--- config.mk ---
export PLATFORM = sky130hd
export DESIGN_NAME = seq_alu
export DESIGN_NICKNAME = d
export VERILOG_FILES = /design/src/rtl/alu_pkg.sv /design/src/rtl/muldiv_iter.sv /design/src/rtl/seq_alu.sv
export SDC_FILE = /design/constraint.sdc
export NUM_CORES = 1
export LEC_CHECK = 0
export CORE_UTILIZATION = 54
export CTS_CLUSTER_DIAMETER = 200
export DETAILED_ROUTE_END_ITERATION = 10
export PLACE_DENSITY_LB_ADDON = 0.1
export SYNTH_ARGS = -nofsm -noshare
export SYNTH_HDL_FRONTEND = slang
export SYNTH_SLANG_ARGS = --single-unit
--- constraint.sdc ---
create_clock -name clk -period 8.5 [get_ports clk]
set_input_delay 2.55 -clock clk [delete_from_list [all_inputs] [get_ports clk]]
set_output_delay 2.55 -clock clk [all_outputs]
set_load 0.01 [all_outputs]
--- src/rtl/alu_pkg.sv ---
// Shared opcode encodings, FSM state encoding and iterative-unit op kinds for seq_alu.
package alu_pkg;

  // ALU opcodes (4-bit sel field)
  localparam logic [3:0] OP_AND   = 4'b0000;
  localparam logic [3:0] OP_OR    = 4'b0001;
  localparam logic [3:0] OP_XOR   = 4'b0011;
  localparam logic [3:0] OP_ADD   = 4'b0010;
  localparam logic [3:0] OP_SUB   = 4'b0110;
  localparam logic [3:0] OP_MUL   = 4'b1000;
  localparam logic [3:0] OP_MULHU = 4'b1001;
  localparam logic [3:0] OP_DIVU  = 4'b1100;
  localparam logic [3:0] OP_REMU  = 4'b1101;

  // Control FSM state encoding
  typedef logic [1:0] state_t;
  localparam state_t S_IDLE = 2'd0;
  localparam state_t S_RUN  = 2'd1;
  localparam state_t S_DONE = 2'd2;

  // Iterative unit op kind, equal to {sel[2], sel[0]} of the mul/div opcodes
  localparam logic [1:0] MD_MUL   = 2'b00;
  localparam logic [1:0] MD_MULHU = 2'b01;
  localparam logic [1:0] MD_DIVU  = 2'b10;
  localparam logic [1:0] MD_REMU  = 2'b11;

endpackage

--- src/rtl/muldiv_iter.sv ---
// Iterative unsigned shift-add multiplier / restoring divider, one step per cycle.
// {acc_hi, acc_lo} is the 2N-bit product accumulator for multiply; for divide
// acc_hi is the partial remainder and acc_lo shifts the dividend out and the quotient in.
module muldiv_iter
  import alu_pkg::*;
#(
  parameter int unsigned N = 32
) (
  input  logic         clk,
  input  logic         rst,
  input  logic         load,
  input  logic         step,
  input  logic [1:0]   kind,
  input  logic [N-1:0] a,
  input  logic [N-1:0] b,
  output logic         last_c,
  output logic [N-1:0] result_c
);

  localparam int unsigned CW = $clog2(N) + 1;
  localparam int unsigned W1 = N + 1;
  localparam int unsigned W2 = N + 2;

  logic [N-1:0]  acc_hi;
  logic [N-1:0]  acc_lo;
  logic [N-1:0]  opb;
  logic [1:0]    op_kind;
  logic [CW-1:0] count;

  logic          is_div;
  logic          takes_hi;
  logic [W1-1:0] add_sum;
  logic [W1-1:0] shifted;
  logic [W2-1:0] diff;
  logic [N-1:0]  hi_nxt;
  logic [N-1:0]  lo_nxt;
  logic          unused_diff_bit;

  // Accumulator value after the current step, for both algorithms
  always_comb begin
    is_div   = (op_kind != MD_MUL) && (op_kind != MD_MULHU);
    takes_hi = (op_kind == MD_MULHU) || (op_kind == MD_REMU);
    add_sum  = W1'(acc_hi) + (acc_lo[0] ? W1'(opb) : W1'(0));
    shifted  = {acc_hi, acc_lo[N-1]};
    diff     = W2'(shifted) - W2'(opb);
    hi_nxt   = acc_hi;
    lo_nxt   = acc_lo;
    if (is_div) begin
      // A successful trial subtract always leaves a remainder that fits in N bits
      if (!diff[W2-1]) begin
        hi_nxt = diff[N-1:0];
        lo_nxt = {acc_lo[N-2:0], 1'b1};
      end else begin
        hi_nxt = shifted[N-1:0];
        lo_nxt = {acc_lo[N-2:0], 1'b0};
      end
    end else begin
      hi_nxt = add_sum[N:1];
      lo_nxt = {add_sum[0], acc_lo[N-1:1]};
    end
    last_c   = (count == CW'(N - 1));
    result_c = takes_hi ? hi_nxt : lo_nxt;
  end

  assign unused_diff_bit = diff[N];

  // Operand load and per-cycle iteration
  always_ff @(posedge clk) begin
    if (rst) begin
      acc_hi  <= '0;
      acc_lo  <= '0;
      opb     <= '0;
      op_kind <= MD_MUL;
      count   <= '0;
    end else if (load) begin
      acc_hi  <= '0;
      acc_lo  <= a;
      opb     <= b;
      op_kind <= kind;
      count   <= '0;
    end else if (step) begin
      acc_hi  <= hi_nxt;
      acc_lo  <= lo_nxt;
      count   <= count + CW'(1);
    end
  end

endmodule

--- src/rtl/seq_alu.sv ---
// Multi-cycle ALU: single-cycle logic/add/sub, iterative unsigned mul/div
// behind a start/done handshake. Define SEQ_ALU_MULDIV_EN to build the
// mul/div datapath; otherwise those opcodes report illegal.
module seq_alu
  import alu_pkg::*;
#(
  parameter int unsigned N = 32
) (
  input  logic         clk,
  input  logic         rst,
  input  logic         start,
  input  logic [3:0]   sel,
  input  logic [N-1:0] A,
  input  logic [N-1:0] B,
  output logic         ready,
  output logic         busy,
  output logic         done,
  output logic [N-1:0] result,
  output logic         zero,
  output logic         carry,
  output logic         ovf,
  output logic         illegal
);

  localparam int unsigned W1 = N + 1;

  state_t       state;
  state_t       state_nxt;
  logic         done_nxt;
  logic [N-1:0] result_nxt;
  logic         zero_nxt;
  logic         carry_nxt;
  logic         ovf_nxt;
  logic         illegal_nxt;

  logic         is_sub;
  logic [N-1:0] b_eff;
  logic [W1-1:0] sum;
  logic [N-1:0] sc_result;
  logic         sc_carry;
  logic         sc_ovf;
  logic         sc_illegal;
  logic         sc_multi;

`ifdef SEQ_ALU_MULDIV_EN
  logic         md_load_c;
  logic         md_last_c;
  logic [N-1:0] md_result_c;

  muldiv_iter #(.N(N)) u_muldiv (
    .clk      (clk),
    .rst      (rst),
    .load     (md_load_c),
    .step     (state == S_RUN),
    .kind     ({sel[2], sel[0]}),
    .a        (A),
    .b        (B),
    .last_c   (md_last_c),
    .result_c (md_result_c)
  );
`endif

  // Single-cycle datapath and opcode decode, evaluated on the accepting edge
  always_comb begin
    is_sub     = (sel == OP_SUB);
    b_eff      = is_sub ? ~B : B;
    sum        = W1'(A) + W1'(b_eff) + W1'(is_sub);
    sc_result  = '0;
    sc_carry   = 1'b0;
    sc_ovf     = 1'b0;
    sc_illegal = 1'b0;
    sc_multi   = 1'b0;
    case (sel)
      OP_AND: sc_result = A & B;
      OP_OR:  sc_result = A | B;
      OP_XOR: sc_result = A ^ B;
      OP_ADD, OP_SUB: begin
        sc_result = sum[N-1:0];
        sc_carry  = sum[N];
        sc_ovf    = (A[N-1] == b_eff[N-1]) && (sum[N-1] != A[N-1]);
      end
`ifdef SEQ_ALU_MULDIV_EN
      OP_MUL, OP_MULHU, OP_DIVU, OP_REMU: sc_multi = 1'b1;
`else
      OP_MUL, OP_MULHU, OP_DIVU, OP_REMU: sc_illegal = 1'b1;
`endif
      default: sc_illegal = 1'b1;
    endcase
  end

  // Next-state and next-output logic
  always_comb begin
    state_nxt   = state;
    done_nxt    = 1'b0;
    result_nxt  = result;
    zero_nxt    = zero;
    carry_nxt   = carry;
    ovf_nxt     = ovf;
    illegal_nxt = illegal;
`ifdef SEQ_ALU_MULDIV_EN
    md_load_c   = 1'b0;
`endif
    case (state)
      S_IDLE: begin
        if (start) begin
          if (sc_multi) begin
            state_nxt = S_RUN;
`ifdef SEQ_ALU_MULDIV_EN
            md_load_c = 1'b1;
`endif
          end else begin
            state_nxt   = S_DONE;
            done_nxt    = 1'b1;
            result_nxt  = sc_result;
            zero_nxt    = (sc_result == '0);
            carry_nxt   = sc_carry;
            ovf_nxt     = sc_ovf;
            illegal_nxt = sc_illegal;
          end
        end
      end
`ifdef SEQ_ALU_MULDIV_EN
      S_RUN: begin
        if (md_last_c) begin
          state_nxt   = S_DONE;
          done_nxt    = 1'b1;
          result_nxt  = md_result_c;
          zero_nxt    = (md_result_c == '0);
          carry_nxt   = 1'b0;
          ovf_nxt     = 1'b0;
          illegal_nxt = 1'b0;
        end
      end
`endif
      S_DONE:  state_nxt = S_IDLE;
      default: state_nxt = S_IDLE;
    endcase
  end

  // State and registered outputs; reset discards any in-flight operation
  always_ff @(posedge clk) begin
    if (rst) begin
      state   <= S_IDLE;
      ready   <= 1'b1;
      busy    <= 1'b0;
      done    <= 1'b0;
      result  <= '0;
      zero    <= 1'b0;
      carry   <= 1'b0;
      ovf     <= 1'b0;
      illegal <= 1'b0;
    end else begin
      state   <= state_nxt;
      ready   <= (state_nxt == S_IDLE);
      busy    <= (state_nxt != S_IDLE);
      done    <= done_nxt;
      result  <= result_nxt;
      zero    <= zero_nxt;
      carry   <= carry_nxt;
      ovf     <= ovf_nxt;
      illegal <= illegal_nxt;
    end
  end

endmodule

==> flow_summary.json <==
{
  "status": "completed",
  "crit_type": "input pin to register",
  "dpl.cell_count": 1012,
  "pwr-share-clk_pct": 16.4,
  "htree_levels": 2,
  "start_util_pct": 56.1,
  "cap_violations": 0,
  "cts_buffer_depth": 2,
  "reg2reg_from": "state[0]",
  "port_buffers": 109,
  "rr_worst_depth": 10,
  "area_delta_synth_final_pct": 20.8,
  "synth_ff_type": "dfxtp_1",
  "tightestPinTransition_ns": 0.902,
  "grt_pass1_vias": 6024,
  "crit_slowest_cell": "nand2_1",
  "drtAntennaViolNets": 0,
  "die_w_um": 106,
  "place_congestion": 0.975,
  "netlist_instances": 808,
  "stdcell_count": 1018,
  "cts_setup_buffers": 0,
  "crit_chain": "clkdlybuf4s50_1, nor3b_4, nand2_1, xnor2_1, fa_1, a21oi_1, o211ai_2, a221oi_2, xnor2_1, a2111oi_0, nand4_1, nor4_1, nand4_1, nor2_1, a32o_1",
  "slew_violations": 0,
  "yosys.area.top_type_share_pct": 20.8,
  "hold_class": "register to register",
  "hold_depth": 2,
  "rrSetupSlack_ns": 6.25,
  "fin_crit_sh_pct": 83.9,
  "antenna_found_initial": 0,
  "yosysTopAreaCell": "ha_1",
  "hold_start": "result[27]",
  "drtIter0Drc": 482,
  "cts_resized": 0,
  "synth-edff-count": 0,
  "holdWs_ns": 0.470,
  "wl_met3_um": 976,
  "hold-path-endpoint": "result[27]",
  "swShare_pct": 40.9,
  "ios": 110,
  "root_buffer": "clkbuf_8",
  "setup_viol": 0,
  "fin_skew_ns": 0.00773,
  "dr.max_layer_used": "met4",
  "synth-async-reset-ratio_pct": 0,
  "synthTopCellsByArea": "ha_1 (21%), dfxtp_1 (14%), xnor2_1 (6.0%)",
  "grt_first_pass_wirelength_um": 29000,
  "power_density_nw_per_um2": 101,
  "avgSynthCellArea_um2": 7.23,
  "fp.coreArea_um2": 10400,
  "netlist_area_um2": 5850,
  "antenna_cells": 0,
  "p_int_uw": 423,
  "synthTopCellsByCount": "ha_1 (97), inv_1 (83), nor2_1 (67)",
  "rsz0062_at_grt": "no",
  "max_freq_ghz": 0.140,
  "cts_made_buffers": 5,
  "seqPwrFrac_pct": 29.2,
  "clkLatencyLatePin_ns": 0.29,
  "reg2reg_to": "zero",
  "cts_tree": "done",
  "combPwrFrac_pct": 54.5,
  "finish.net_count": 1052,
  "yosysSeqAreaShare_pct": 14.0,
  "synth_most_common_cell": "ha_1",
  "placementRows": 37,
  "grt_max_degree": 65,
  "endpoint_kind": "register",
  "syn-num-nets": 977,
  "yosys_register_bits": 41,
  "synth_warnings": 0,
  "wirelength_um": 18000,
  "via_count": 6218,
  "nFillCells": 939,
  "place.detailed.hpwl_um": 13900,
  "viasPerCell": 6.11,
  "slew_headroom_pct": 39.7,
  "leakage_uw": 0.00307,
  "die_h_um": 106,
  "routed-wl-met2_um": 8850,
  "arrival_ns": 7.37,
  "switching_power_uw": 293,
  "tns_ns": 0,
  "cpPeakStageDelay_ns": 0.57,
  "startpoint_type": "input pin",
  "synth_cell_types": 73,
  "critPathRequiredTime_ns": 8.74,
  "grt-ovfl-total": 0,
  "clk_pin_slew_worst_paths_ns": 0.08,
  "cts_sinks": 41,
  "drive_gt1_share_pct": 3.97,
  "vdd_drop_max_uv": 85.0,
  "hold_viol_final": 0,
  "min_period_ns": 7.13,
  "drt-pass1-iter-count": 5,
  "worstPathMaxFanout": 16,
  "wl_met1_um": 7670,
  "cts_hold_buf": 0,
  "drc": 0,
  "dieArea_um2": 11200,
  "wire_per_inst_um": 17.6,
  "grt_use_total_pct": 31.8
}
-- kinds of logic (layout without fill, tap and decap cells) --
family / after synthesis / in the layout / synth area share [%]
xor+xnor: 49 / 49 / 7.34
fa+ha+maj: 98 / 98 / 21.1
flops: 41 / 41 / 14.0
mux: 11 / 11 / 1.88
buf+inv: 136 / 210 / 8.86
compound gates: 221 / 221 / 25.6
other cells: 1 / 1 / 0.0642
simple gates: 251 / 251 / 21.1
-- state kept, by name, summed over array words and instances (netlist names) --
name / cells
busy: 1
carry: 1
done: 1
illegal: 1
ovf: 1
ready: 1
result: 32
state: 2
zero: 1
-- layout by cell type, fill, tap and decap left out, drive strengths merged, types with 7 or more instances in the layout --
| cell type | Yosys | routed |
|---|---|---|
| clkdlybuf4s50 | 0 | 108 |
| ha | 97 | 97 |
| inv | 83 | 83 |
| nor2 | 67 | 67 |
| nand2 | 66 | 66 |
| a21oi | 57 | 57 |
| o21ai | 42 | 42 |
| dfxtp | 41 | 41 |
| xnor2 | 40 | 40 |
| a211oi | 30 | 30 |
| nor3 | 21 | 21 |
| nand3 | 19 | 19 |
| nand4 | 17 | 17 |
| buf | 13 | 13 |
| a31oi | 12 | 12 |
| mux2i | 11 | 11 |
| and3 | 10 | 10 |
| a21o | 10 | 10 |
| nand2b | 9 | 9 |
| xor2 | 9 | 9 |
| o211ai | 8 | 8 |
| o21a | 7 | 7 |
| and2 | 7 | 7 |
-- stage by stage --
step	instance area, um^2	setup WS (ns)	util [%]	power, uW
final	7060	1.37	67.8	715
after global routing	7060	1.07	67.8	763
after CTS	7060	1.47	67.8	711
after detailed placement	6990	1.17	67.1	595
after global placement	6990	1.29	67.1	586
after floorplan	5850	1.76	-	460
-- critical path: cells and delay by family --
family,cells,cell delay (ns)
XOR/XNOR,2,0.59
buffers and inverters,1,0.53
AO/OA/AOI/OAI,5,1.59
AND/OR/NAND/NOR,6,1.63
adder cells (fa/ha/maj),1,0.49
-- per-layer routing --
metal,GRT usage [%],vias to the layer above
li1,-,3018
met4,10.4,0
met1,40.0,2936
met5,0,-
met2,56.7,228
met3,2.82,36
-- power by group through the flow --
stage | Sequential, uW | Combinational (uW) | Clock [uW]
floorplan | 216 | 244 | 0
global placement | 212 | 373 | 0
detailed placement | 213 | 382 | 0
CTS | 208 | 384 | 119
global route | 209 | 428 | 125
finish | 209 | 389 | 117
-- area by class of cell --
cell class	instances	area, um^2	area share (%)
repair buffers	121	1180	16.7
inverters	83	312	4.41
well taps	136	170	2.41
clock inverters	1	5.00	0.0709
multi-input cells	631	4510	63.8
clock buffers	5	68.8	0.975
flip-flops and latches	41	821	11.6
-- worst max-delay path by stage --
stage	slack [ns]	end	from	cells past startpoint
finish	1.37	zero	sel[3]	15
global route	1.07	zero	sel[3]	15
CTS	1.47	zero	sel[3]	15
detailed placement	1.17	zero	sel[3]	15
global placement	1.29	zero	sel[3]	15
floorplan	1.76	zero	sel[3]	18
Power figures use the tool's default switching activity.
